<file path="src/rtl/result_prev_arbiter.sv">
// Two-requester arbiter feeding the previous-result storage register through an EMPTY/WRITE/FULL handshake.
// Define RESULT_PREV_ARB_RR_EN for round-robin arbitration; the default build uses fixed priority (A wins ties).
module result_prev_arbiter #(
  parameter int number_of_equations_per_cluster = 9,
  parameter int element_width                   = 32,
  parameter int count_width                     = 16,
  localparam int W = element_width * number_of_equations_per_cluster
) (
  input  logic                   clk,
  input  logic                   reset,
  input  logic                   req_a_valid,
  input  logic [W-1:0]           req_a_data,
  output logic                   req_a_ready,
  input  logic                   req_b_valid,
  input  logic [W-1:0]           req_b_data,
  output logic                   req_b_ready,
  output logic                   mem_write_enable,
  output logic [W-1:0]           mem_input_data,
  output logic                   cons_valid,
  input  logic                   cons_ready,
  output logic                   cons_src,
  output logic [count_width-1:0] write_count
);

  localparam logic [1:0] ST_EMPTY = 2'd0;
  localparam logic [1:0] ST_WRITE = 2'd1;
  localparam logic [1:0] ST_FULL  = 2'd2;

  logic [1:0]             state_q, state_d;
  logic                   mem_we_q, mem_we_d;
  logic [W-1:0]           data_q, data_d;
  logic                   src_q, src_d;
  logic [count_width-1:0] count_q, count_d;
  logic                   grant_a, grant_b, transfer;

`ifdef RESULT_PREV_ARB_RR_EN
  // Pointer 0 favours A, 1 favours B; it moves to the requester that just lost.
  logic prio_q, prio_d;

  always_comb begin
    grant_a = 1'b0;
    grant_b = 1'b0;
    if (state_q == ST_EMPTY) begin
      grant_a = req_a_valid && (!req_b_valid || !prio_q);
      grant_b = req_b_valid && (!req_a_valid ||  prio_q);
    end
  end
`else
  always_comb begin
    grant_a = 1'b0;
    grant_b = 1'b0;
    if (state_q == ST_EMPTY) begin
      grant_a = req_a_valid;
      grant_b = req_b_valid && !req_a_valid;
    end
  end
`endif

  assign transfer = grant_a || grant_b;

  // NOTE: every always_comb output gets a default first so no path can infer a latch.
  always_comb begin
    state_d  = state_q;
    mem_we_d = 1'b0;
    data_d   = data_q;
    src_d    = src_q;
    count_d  = count_q;
    case (state_q)
      ST_EMPTY: begin
        if (transfer) begin
          data_d   = grant_b ? req_b_data : req_a_data;
          src_d    = grant_b;
          mem_we_d = 1'b1;
          state_d  = ST_WRITE;
        end
      end
      ST_WRITE: begin
        count_d = count_q + count_width'(1);
        state_d = ST_FULL;
      end
      ST_FULL: begin
        if (cons_ready) state_d = ST_EMPTY;
      end
      default: state_d = ST_EMPTY;
    endcase
  end

`ifdef RESULT_PREV_ARB_RR_EN
  always_comb begin
    prio_d = prio_q;
    if (transfer) prio_d = grant_a;
  end

  always_ff @(posedge clk) begin
    if (reset) prio_q <= 1'b0;
    else       prio_q <= prio_d;
  end
`endif

  // NOTE: synchronous reset is checked first inside the clocked block, so it overrides every other input.
  always_ff @(posedge clk) begin
    if (reset) begin
      state_q  <= ST_EMPTY;
      mem_we_q <= 1'b0;
      data_q   <= '0;
      src_q    <= 1'b0;
      count_q  <= '0;
    end else begin
      state_q  <= state_d;
      mem_we_q <= mem_we_d;
      data_q   <= data_d;
      src_q    <= src_d;
      count_q  <= count_d;
    end
  end

  assign req_a_ready      = grant_a;
  assign req_b_ready      = grant_b;
  assign mem_write_enable = mem_we_q;
  assign mem_input_data   = data_q;
  assign cons_valid       = (state_q == ST_FULL);
  assign cons_src         = src_q;
  assign write_count      = count_q;

endmodule

</file>
<file path="config.mk">
export PLATFORM = sky130hd
export DESIGN_NAME = result_prev_arbiter
export DESIGN_NICKNAME = d
export VERILOG_FILES = /design/src/rtl/result_prev_arbiter.sv
export SDC_FILE = /design/constraint.sdc
export NUM_CORES = 1
export LEC_CHECK = 0
export ABC_AREA = 1
export CORE_AREA = 3 3 342 344
export CTS_BUF_LIST = sky130_fd_sc_hd__clkbuf_16
export DETAILED_ROUTE_END_ITERATION = 7
export DIE_AREA = 0 0 345 347
export GPL_ROUTABILITY_DRIVEN = 0
export PLACE_DENSITY = 0.42
export SYNTH_ARGS = -nofsm -noshare
export SYNTH_HDL_FRONTEND = slang
export SYNTH_SLANG_ARGS = --single-unit
</file>
<file path="constraint.sdc">
create_clock -name clk -period 1.5 [get_ports clk]
set_clock_uncertainty 0.2 [all_clocks]
set_input_delay 0.375 -clock clk [delete_from_list [all_inputs] [get_ports clk]]
set_output_delay 0.375 -clock clk [all_outputs]
set_load 0.1 [all_outputs]
</file>
==> results.txt <==
outcome: finished with violations
violated checks: negative setup slack
count of buffers from port buffering: 889
Clock Power Share: 25.6%
core region area: 114000 um2
Slew HR: 73.6%
Worst R2R End: mem_input_data[193]
Worst Path Required: 0.92 ns
sequential-to-total area share from yosys stat: 43.5%
r2r worst-path depth: 12
Fillers: 11816
Seq cells post-synth: 308
Critical Path Start Type: flip-flop
Sequential Area: 6560 um2
footprint of the multi-input gates: 8200 um2
first drt pass iteration count: 5
Syn-to-layout area delta: 156%
Synth top area share: 43.5%
Final Setup Violations: 611
sequential share of power: 25.8%
routed vias/inst: 3.81
Synth Area in XOR/XNOR: 0.0618%
synthesized area: 14200 um2
Setup WS post-layout: -0.764 ns
hold path start: req_b_data[60]
gr ovfl total: 0
NumNets Final: 3694
largest net degree at the start of global routing: 45
Logic pwr share: 48.6%
Max VDD drop: 617 uV
first-pass GRT wire length: 123000 um
Critical Path End Type: primary output
TNS Setup: -212.89 ns
ANT nets after route: 0
clk slew on worst S/H paths: 0.07 ns
pwr dens: 1120 nW/um2
Leakage: 15.2 nW
All-Layer GR Usage: 13.9%
Clk Latency, worst-skew pair: 0.58 ns
initial antenna violation count: 2
hold_ws: 0.215 ns
Peak Freq: 442 MHz
most frequent cells in the layout: 580 x clkdlybuf4s50_1, 372 x buf_12, 319 x inv_1
number of global-route vias before repair: 17695
final slew viol count: 0
vias: 17757
Crit Path Class: flip-flop to primary output
mux share of post-synthesis cell area: 0%
Worst Hold End: mem_input_data[60]
Internal: 0.0240 W
CTS tree: built
largest family of logic cells by synthesized area: compound AO/OA/AOI/OAI gates
Post-Syn Area per Cell: 6.96 um2
leading cell type in the layout, fill and taps excluded: clkdlybuf4s50_1
Synth Area in Adders: 0.0883%
share of cells above drive strength 1: 45.6%
clk root buf: clkbuf_16
DRT iter0 DRCs: 608
largest cells by area after synthesis: dfxtp_1 43%, o21ai_0 11%, o21ai_1 9.7%, a21oi_1 9.6%, nand2_1 8.5%
fin crit period: 2.26 ns
clock buffer depth: 3
crit path DAT: 1.69 ns
DP HPWL: 60700 um
final hold vios: 0
Syn Nets: 2620
Initial Utilization: 12.4%
Tcrit/Tclk final: 151%
Syn Inst Count: 2038
Slew @ Worst Pin: 0.396 ns
Hold Path Stages: 3
unrepaired setup endpoints after global routing: true
DRT Wirelength: 89600 um
IO Count: 890
Die W: 345 um
R2R Setup Slk: -0.62 ns
H-tree depth: 2
CTS buffer count: 44
wire per inst: 19.2 um
Pwr Total: 0.0408 W
Netlist cell types: 22
final core utilization: 31.8%
synth warn: 0
RR Startpoint: state_q[0]
max-cap violation count: 0
post-synth top area cell: dfxtp_1
crit-path max FO: 2
Sw Share: 41.1%
path type of the worst min-delay path: input pin to flip-flop
num rows: 124
Die Y-Extent: 347 um
Clock Sink Count: 308
Synth Area in Simple Gates: 11.2%
area fraction in compound gates after synthesis: 30.2%
post-detailed-route DRC marker count: 0
Die ar.: 120000 um2
NetSw: 0.0168 W
[logic make-up after synthesis]
family,after synthesis
compound gates,856
buf+inv,474
simple gates,398
flops,308
xor+xnor,1
fa+ha+maj,1
[cell usage after synthesis]
library cell,instances
nand2_1,320
inv_1,315
dfxtp_1,308
o21ai_0,308
o21ai_1,275
a21oi_1,273
clkbuf_1,61
buf_2,37
buf_6,34
nor2_1,34
nand3_1,32
clkbuf_2,23
buf_4,4
nand4_1,4
nor3_1,3
and2_1,1
ha_1,1
nand2_2,1
nand2_4,1
nand3_4,1
nor2_4,1
xor2_1,1
[metrics by stage]
step	area (um2)	setup WS, ns	std cells
floorplan	14700	-0.305	2038
global placement	28900	-0.911	4403
detailed placement	28900	-0.924	4403
CTS	34700	-0.898	4642
global route	36300	-0.886	4655
finish	36300	-0.764	4656
[state kept, by name, indices dropped and copies added (netlist names)]
| register | count |
|---|---|
| mem_input_data | 288 |
| write_count | 16 |
| state_q | 2 |
| cons_src | 1 |
| mem_write_enable | 1 |
[layer usage]
layer / vias to the layer above / track usage [%] / wire length [um]
li1: 8846 / - / -
met1: 8295 / 15.4 / 34600
met2: 511 / 25.3 / 47100
met3: 105 / 3.81 / 5400
met4: 0 / 4.60 / 2540
met5: - / 0 / 0
[critical path, stage by stage (launching register included)]
cell        delay (ns)
dfxtp_4           0.35
nor2_4            0.18
buf_6             0.15
nand2_8           0.04
buf_6             0.12
clkinvlp_4        0.07
buf_12            0.17
[final cells by class]
type	count	area share, %
Clock buffer	45	3.10
Multi-Input combinational cell	1257	22.6
Sequential cell	308	18.1
Timing Repair Buffer	1186	47.0
Clock inverter	31	0.710
Antenna cell	2	0.0138
Tap cell	1512	5.21
Inverter	315	3.34
[what timing repair did]
| action | 4_1_cts | 5_1_grt |
|---|---|---|
| gates cloned | 74 | 19 |
| setup buffers | 92 | 41 |
| endpoints found under the setup margin | 611 | 615 |
| hold buffers | 0 | 0 |
| pin swaps | 25 | 47 |
| resized for setup | 504 | 562 |
[worst max path at each step]
stage	startpoint	slack, ns	to	depth (start not counted)
after detailed placement	req_a_valid	-0.92	mem_input_data[265]	7
after global routing	state_q[0]	-0.89	req_a_ready	6
after floorplan	state_q[0]	-0.31	cons_src	7
after global placement	req_a_valid	-0.91	mem_input_data[265]	7
after CTS	state_q[0]	-0.90	req_a_ready	6
final	state_q[0]	-0.76	req_a_ready	6
[power groups by stage]
stage	Combinational [W]	Sequential, W	Clock, W
after CTS	0.0193	0.0104	0.0110
after floorplan	0.00242	0.0167	0
after detailed placement	0.0161	0.0105	0
after global placement	0.0161	0.0105	0
after global routing	0.0206	0.0107	0.0112
final	0.0198	0.0105	0.0104
No activity file was read; power rests on OpenSTA's default activity.
